File: config.mk
export PLATFORM = sky130hd
export DESIGN_NAME = alarm_timer_bank
export DESIGN_NICKNAME = d
export VERILOG_FILES = /design/src/rtl/alarm_timer_pkg.sv /design/src/rtl/alarm_countdown.sv /design/src/rtl/alarm_timer_bank.sv
export SDC_FILE = /design/constraint.sdc
export NUM_CORES = 1
export LEC_CHECK = 0
export CORE_MARGIN = 10
export CORE_UTILIZATION = 32
export CTS_CLUSTER_SIZE = 14
export DETAILED_ROUTE_END_ITERATION = 16
export SYNTH_ARGS = -nofsm -noshare
export SYNTH_HDL_FRONTEND = slang
export SYNTH_SLANG_ARGS = --single-unit
File: constraint.sdc
create_clock -name clock -period 2.1 [get_ports clock]
set_clock_uncertainty 0.1 [all_clocks]
set_input_delay 0.21 -clock clock [delete_from_list [all_inputs] [get_ports clock]]
set_output_delay 0.21 -clock clock [all_outputs]
set_load 0.01 [all_outputs]
File: src/rtl/alarm_timer_pkg.sv
// Shared definitions for the alarm timer bank: countdown FSM encoding,
// symbolic interval indices and the reset values of the interval store.
package alarm_timer_pkg;

    typedef enum logic [1:0] {
        ST_IDLE    = 2'd0,
        ST_COUNT   = 2'd1,
        ST_EXPIRED = 2'd2
    } timer_state_t;

    localparam int IDX_ARM_DELAY       = 0;
    localparam int IDX_DRIVER_DELAY    = 1;
    localparam int IDX_PASSENGER_DELAY = 2;
    localparam int IDX_ALARM_ON        = 3;

    localparam logic [3:0] DEF_ARM_DELAY       = 4'h6;
    localparam logic [3:0] DEF_DRIVER_DELAY    = 4'h8;
    localparam logic [3:0] DEF_PASSENGER_DELAY = 4'hF;
    localparam logic [3:0] DEF_ALARM_ON        = 4'hA;

    // Packed reset image of the store, index 0 in the LSBs.
    localparam logic [15:0] DEFAULT_INTERVALS = {DEF_ALARM_ON, DEF_PASSENGER_DELAY,
                                                 DEF_DRIVER_DELAY, DEF_ARM_DELAY};

endpackage

File: src/rtl/alarm_countdown.sv
// Countdown engine for the alarm timer bank: FSM, remaining-ticks counter and,
// when TIMER_PRESCALE_EN is defined, an internal tick prescaler (the tick
// port is then ignored and DIV_CYCLES sets the tick period).
//
//  state      | meaning
//  -----------+-----------------------------------------------------------
//  ST_IDLE    | no count in progress, remaining holds 0 or the last value
//  ST_COUNT   | counting down one per tick, busy asserted
//  ST_EXPIRED | count reached zero; expired asserted for this one cycle
module alarm_countdown
    import alarm_timer_pkg::*;
#(
    parameter int VAL_W = 4
`ifdef TIMER_PRESCALE_EN
    , parameter int DIV_CYCLES = 50_000_000
`endif
) (
    input  logic             clock,
    input  logic             reset,
    input  logic             start,
    input  logic             cancel,
    input  logic             tick,
    input  logic [VAL_W-1:0] load_value,
    output logic [VAL_W-1:0] remaining,
    output logic             busy,
    output logic             expired
);

    timer_state_t state;
    timer_state_t state_next;
    logic         tick_en;

`ifdef TIMER_PRESCALE_EN
    localparam int              PRE_W    = (DIV_CYCLES > 1) ? $clog2(DIV_CYCLES) : 1;
    localparam logic [PRE_W-1:0] PRE_LAST = PRE_W'(DIV_CYCLES - 1);

    logic [PRE_W-1:0] pre_cnt;

    // Prescaler down-counter; reloads on start so the first tick lands DIV_CYCLES cycles later.
    always_ff @(posedge clock) begin
        if (reset || start) begin
            pre_cnt <= PRE_LAST;
        end else if (pre_cnt == '0) begin
            pre_cnt <= PRE_LAST;
        end else begin
            pre_cnt <= pre_cnt - 1'b1;
        end
    end

    assign tick_en = (pre_cnt == '0);
`else
    assign tick_en = tick;
`endif

    // State register.
    always_ff @(posedge clock) begin
        if (reset) begin
            state <= ST_IDLE;
        end else begin
            state <= state_next;
        end
    end

    // Next-state logic: cancel beats start, start beats tick.
    always_comb begin
        state_next = state;
        if (cancel) begin
            state_next = ST_IDLE;
        end else if (start) begin
            state_next = (load_value == '0) ? ST_EXPIRED : ST_COUNT;
        end else begin
            case (state)
                ST_IDLE:    state_next = ST_IDLE;
                ST_COUNT:   if (tick_en && remaining <= VAL_W'(1)) state_next = ST_EXPIRED;
                ST_EXPIRED: state_next = ST_IDLE;
                default:    state_next = ST_IDLE;
            endcase
        end
    end

    // Remaining-ticks down-counter; saturates at zero.
    always_ff @(posedge clock) begin
        if (reset) begin
            remaining <= '0;
        end else if (cancel) begin
            remaining <= '0;
        end else if (start) begin
            remaining <= load_value;
        end else if (state == ST_COUNT && tick_en && remaining != '0) begin
            remaining <= remaining - 1'b1;
        end
    end

    // Moore outputs decoded from the state.
    always_comb begin
        busy    = (state == ST_COUNT);
        expired = (state == ST_EXPIRED);
    end

endmodule

File: src/rtl/alarm_timer_bank.sv
// Alarm timer bank: N_PARAMS run-time programmable intervals with a
// combinational read port, feeding an integrated countdown timer.
// Optional build macro TIMER_PRESCALE_EN: derive the tick internally from
// DIV_CYCLES clock cycles instead of using the tick port.
module alarm_timer_bank
    import alarm_timer_pkg::*;
#(
    parameter int                          VAL_W    = 4,
    parameter int                          N_PARAMS = 4,
    parameter int                          SEL_W    = $clog2(N_PARAMS),
    parameter logic [N_PARAMS*VAL_W-1:0]   DEFAULTS = DEFAULT_INTERVALS
`ifdef TIMER_PRESCALE_EN
    , parameter int                        DIV_CYCLES = 50_000_000
`endif
) (
    input  logic             clock,
    input  logic             reset,
    input  logic             reprogram,
    input  logic [SEL_W-1:0] time_param_sel,
    input  logic [VAL_W-1:0] time_value,
    input  logic [SEL_W-1:0] interval,
    input  logic             start,
    input  logic             cancel,
    input  logic             tick,
    output logic [VAL_W-1:0] value,
    output logic [VAL_W-1:0] remaining,
    output logic             busy,
    output logic             expired
);

    logic [VAL_W-1:0] store [N_PARAMS];

    // Interval store write; per-entry decode so out-of-range selects hit nothing.
    always_ff @(posedge clock) begin
        if (reset) begin
            for (int i = 0; i < N_PARAMS; i++) begin
                store[i] <= DEFAULTS[i*VAL_W +: VAL_W];
            end
        end else if (reprogram) begin
            for (int i = 0; i < N_PARAMS; i++) begin
                if (time_param_sel == SEL_W'(i)) begin
                    store[i] <= time_value;
                end
            end
        end
    end

    // Read mux; a start reads this pre-write value, so same-cycle reprogram loads the old entry.
    always_comb begin
        value = '0;
        for (int i = 0; i < N_PARAMS; i++) begin
            if (interval == SEL_W'(i)) begin
                value = store[i];
            end
        end
    end

    alarm_countdown #(
        .VAL_W      (VAL_W)
`ifdef TIMER_PRESCALE_EN
        , .DIV_CYCLES (DIV_CYCLES)
`endif
    ) u_countdown (
        .clock      (clock),
        .reset      (reset),
        .start      (start),
        .cancel     (cancel),
        .tick       (tick),
        .load_value (value),
        .remaining  (remaining),
        .busy       (busy),
        .expired    (expired)
    );

endmodule
# Yosys cells after proc, flatten, opt, wreduce, memory -nomap -nowiden
# Memory sizes are Yosys's and may differ from the RTL's.
# Cells that the tools add are included.
dict set report word_totals {
  reg_bits 6
  ram_bits 16
  inputBits 14
  out_inout_bits 10
  word_cells 59
  n_memories 1
}
dict set report op_classes {
  addsub 1
  magnitude_cmp 1
  n_eq_ne 9
  muxes 32
  bitwise 4
  n_reduce_logical 9
}
# name words word_bits rd rd_ports_with_merged_regs write_ports line_no
set memory_table {}
lappend memory_table {store 4 4 4 0 4 alarm_timer_bank.sv:31} ;# logic [VAL_W-1:0] store [N_PARAMS];
# cell n
set op_table {}
lappend op_table {{2-to-1 mux 4 bit} 10}
lappend op_table {{2-to-1 mux 1 bit} 18}
lappend op_table {{== test 2 bit (second input constant)} 5}
lappend op_table {{2-to-1 mux 2 bit} 4}
lappend op_table {{== test 2 x 1 -> 1 bit (second input constant)} 3}
lappend op_table {{<= comparator 4 x 1 -> 1 bit (second input constant)} 1}
lappend op_table {{zero test 2 bit} 2}
lappend op_table {{zero test 4 bit} 1}
lappend op_table {{OR 1 bit} 4}
lappend op_table {{nonzero test 4 bit} 1}
lappend op_table {{subtractor 4 x 1 -> 4 bit (second input constant)} 1}
lappend op_table {{logical AND 1 bit} 3}
lappend op_table {{inequality test 3 x 2 -> 1 bit (second input constant)} 1}
lappend op_table {{nonzero test 2 bit} 1}
lappend op_table {{OR reduction 2 bit} 1}

# Longest topological paths before layout
dict set report depth {
  depth_word 8
  ltp_mapped 6
}

# Modules after synthesis
# From an unflattened synthesis, not the netlist that was laid out.
dict set report hier_totals {
  hier_cells 93
  hier_area_um2 1137.3
}
# mod instances cells_each area_per_inst_um2 seq_area_each_um2
set by_module_without_submodules {}
lappend by_module_without_submodules {alarm_timer_bank 1 47 760.7 480.5}
lappend by_module_without_submodules {alarm_countdown 1 46 376.6 120.1}

# Worst setup path before layout
# OpenSTA, ideal clock, no wires.
dict set report synth_path {
  path_kind {register to register}
  start {reg u_countdown.remaining[0]}
  end {reg u_countdown.remaining[0]}
  arrival_time_ns 1.518
  required_time_ns 1.885
  setup_slack_ns 0.368
  path_stages_with_launch 7
  cell_sequence {dfxtp_1 -> inv_1 -> ha_1 -> nor3b_1 -> nor2_1 -> xnor2_1 -> a2111oi_0}
}
dict set report synth_between {
  elab_chain_len 3
  elab_cells_between_ends 6
}
# item line_no
set synth_lines {}
lappend synth_lines {{from (decl)} alarm_countdown.sv:24} ;# output logic [VAL_W-1:0] remaining,
lappend synth_lines {{from (signal assigned)} alarm_countdown.sv:88} ;# remaining <= load_value;
lappend synth_lines {{from (signal assigned)} alarm_countdown.sv:90} ;# remaining <= remaining - 1'b1;
lappend synth_lines {{subtractor 4 x 1 -> 4 bit / nonzero test 4 bit (equally long branches)} {alarm_countdown.sv:90, alarm_countdown.sv:89}}
lappend synth_lines {{2-to-1 mux 4 bit / logical AND 1 bit (equally long branches)} alarm_countdown.sv:89} ;# end else if (state == ST_COUNT && tick_en && remaining != '0) begin
lappend synth_lines {{2-to-1 mux 4 bit / nonzero test 2 bit (equally long branches)} -}
# Several ways; a longest one is shown, not always the timed one. The select of a mux whose other input is x is not followed.
# A chain may end at the register's enable or synchronous reset.

==> results by group <==
Finish
  – Layout net count: 148
  – Layout cells sized above 1: 0.169
  – N_diodes: 0
  – Post-layout instance area: ~1600 um^2
  – Syn-to-layout area delta: 34.4%

Global route
  – Met2 Track Usage GR: 0.150
  – Largest net degree at the start of global routing: 14
  – First-pass GRT wire length: 4260 um
  – Met3 Use GR: 0.0345
  – Vias in the first global route: just over 900
  – Met1 Resource Use GR: 0.0895
  – GRT Total Usage: 0.0834
  – Most used routing layer in global routing: met2
  – Initial antenna violation count: 0
  – Global route overflow: 0

Timing
  – Fraction of the cycle the final worst path needs: 0.976
  – Tmin final: 2.05 ns
  – Fin Setup TNS: 0 ns
  – Final Hold Fails: 0
  – RSZ-0062 raised after global routing: no
  – Fmax: between 0.4 and 0.5 GHz
  – Final setup violation count: 0
  – Least-Margin Pin Slew: roughly 0.44 ns
  – Rel. slew slack: 0.707
  – Slew Viols, Final: 0

Placement
  – Routability cong.: approximately 0.75
  – PortBufs: 23
  – Area after detailed placement: ~1500 um^2
  – Detailed Place HPWL: ~2100 um

Power and ir drop
  – Proportion of power drawn by the clock network: 0.318
  – Comb pwr share: 0.180
  – Seq pwr share: 0.502
  – Pwr Density: approximately 650 nW/um^2
  – P_int: about 800 uW
  – Net Sw Power: ~220 uW
  – Peak VDD IR: between 300 and 400 uV
  – Static Leak: 0.000556 uW
  – Switching share of power: 0.222

CTS
  – CTS tree: done
  – Root buf cell: clkbuf_4
  – Max clock buf depth: 2
  – Postcts setup bufs: 0
  – H-Tree Level Count: 1
  – Clk Latency, worst-skew pair: approximately 0.30 ns
  – Worst-path clk slew: 0.12 ns
  – Number of CTS-inserted buffers: 3
  – CTS Sinks: 22

Detailed routing
  – DRC Markers: 0
  – TritonRoute pass-1 iters: 4
  – DR vias: about 850
  – Via/cell ratio: 4.84
  – Iter 0 DRT Violations: 30
  – Total routed wirelength: roughly 2600 um
  – ANT nets after route: 0
  – Avg WL per Cell: roughly 15 um

Critical path
  – CP startpoint kind: register
  – Reg-to-Reg Start: u_countdown.remaining[0]
  – FF-to-FF End: u_countdown.remaining[0]
  – Worst R2R Path Depth: 6
  – CP arrival: between 1.5 and 2 ns
  – WS Path Type: register to output port
  – Type of destination of the critical path: output port
  – Reg2reg setup slack: ~0.28 ns
  – WP data required: 1.79 ns
  – Crit Path Max Fanout: 2

Synthesis
  – Area contributors post-synth: edfxtp_1 (42%), dfxtp_1 (10%), nand2b_1 (4.3%)
  – Synth Warn #: 0
  – Post-Syn Nets: approximately 110
  – Syn avg cell area: ~12 um^2
  – Post-synth cell types: 32
  – Post-synth top cells: edfxtp_1 (16), nand2b_1 (8), and2_1 (7), nor2_1 (7), dfxtp_1 (6)
  – Post-synthesis instance area: approximately 1200 um^2
  – Post-synth EDFFs: 16
  – Area share of the leading cell type in the synthesized netlist: 0.415
  – Flop and latch count out of synthesis: 22
  – Top_reg_cell synth: edfxtp_1
  – Async SR Flop Fraction: 0
  – Syn Inst Count: 97
  – Area leader, netlist: edfxtp_1
  – Top-count cell post-synth: edfxtp_1
  – Post-synthesis sequential area ratio: 0.519

Worst hold path
  – Min-delay src: cancel
  – Worst Hold Path EP: u_countdown.state[0]
  – Hold WC Path Type: input port to register
  – Hold Path Stages: 2

Floorplanning
  – Number of top-level pins: 24
  – DIE WIDTH: between 80 and 90 um
  – Starting Density: 0.339
  – Row count: 21
  – Die height: roughly 80 um
  – Core area: about 3400 um^2
  – Die ar.: around 6400 um^2

Run
  – Max Cap Viol: 0

Run status
  – Status: complete, no violations
[cells in the final DEF, fill, tap and decap left out, types with 2 or more instances in the layout]
master	instances
nor2b_1	2
nor3_1	5
dfxtp_1	6
nor2_1	7
a21oi_1	4
ha_1	3
mux4_2	2
and2_1	7
xnor2_1	3
nand2b_1	8
edfxtp_1	16
nand3_1	2
or3_1	3
clkbuf_4	3
clkdlybuf4s50_1	21
nand2_1	2
buf_4	8
a31o_2	4
inv_1	5
o21ai_0	2
[worst max-delay path: stages, from the launching register on]
cell and delay (ns):
edfxtp_1 0.40, mux4_1 0.54, clkdlybuf4s50_1 0.50
[cell type report]
type	instances	area, um^2
clock buffers	3	22.5
multi-input cells	68	534
repair buffers	31	292
well taps	46	57.6
flip-flops and latches	22	601
clock inverters	1	30.0
fillers	341	1860
inverters	5	18.8
[how the worst max path moves through the flow]
stage	cells after the start	start	slack, ns	to
final	2	store[2][3]	0.05	value[3]
after global routing	2	store[3][0]	0.002	value[0]
after CTS	2	store[3][1]	0.007	value[1]
after detailed placement	3	interval[0]	-0.19	value[3]
after global placement	3	interval[0]	-0.18	value[3]
after floorplan	6	u_countdown.remaining[0]	0.37	u_countdown.remaining[0]
[sequential cells by signal (all words and copies together), names as in the netlist]
name	count
u_countdown.remaining	4
u_countdown.state	2
store	16
[routing by layer]
layer	vias up	part of all wire	wire (um)
li1	429	-	-
met1	400	0.41	1050
met2	21	0.51	1310
met3	2	0.071	181
met4	0	0.0051	13
met5	-	0	0
[kinds of logic (layout without fill, tap and decap cells)]
group           Yosys count  count (layout)  synth area share
simple gates             41              41             0.202
fa+ha+maj                 3               3            0.0324
flops                    22              22             0.519
buf+inv                   7              40            0.0238
xor+xnor                  3               3            0.0227
compound gates           16              16             0.117
mux                       5               5            0.0832
[power by group through the flow]
stage | combinational, uW | sequential (uW) | clock (uW)
4_1_cts | 184 | 507 | 328
6_report | 182 | 507 | 321
3_3_place_gp | 179 | 517 | 0
3_5_place_dp | 183 | 517 | 0
2_1_floorplan | 88.5 | 513 | 0
5_1_grt | 198 | 510 | 350
[through the flow]
step	instances	worst slack, ns	power [uW]	hold WS, ns	util
2_1_floorplan	97	0.368	602	0.189	-
3_3_place_gp	172	-0.178	696	0.501	0.438
3_5_place_dp	172	-0.186	701	0.515	0.438
4_1_cts	176	0.00689	1020	0.410	0.453
5_1_grt	176	0.00192	1060	0.425	0.455
6_report	176	0.0508	1010	0.412	0.455
[timing repair]
item                       CTS  global route
gates resized for setup      1             2
hold buffers                 0             0
setup endpoints to repair    3             2
(Power assumes the default switching activity.)
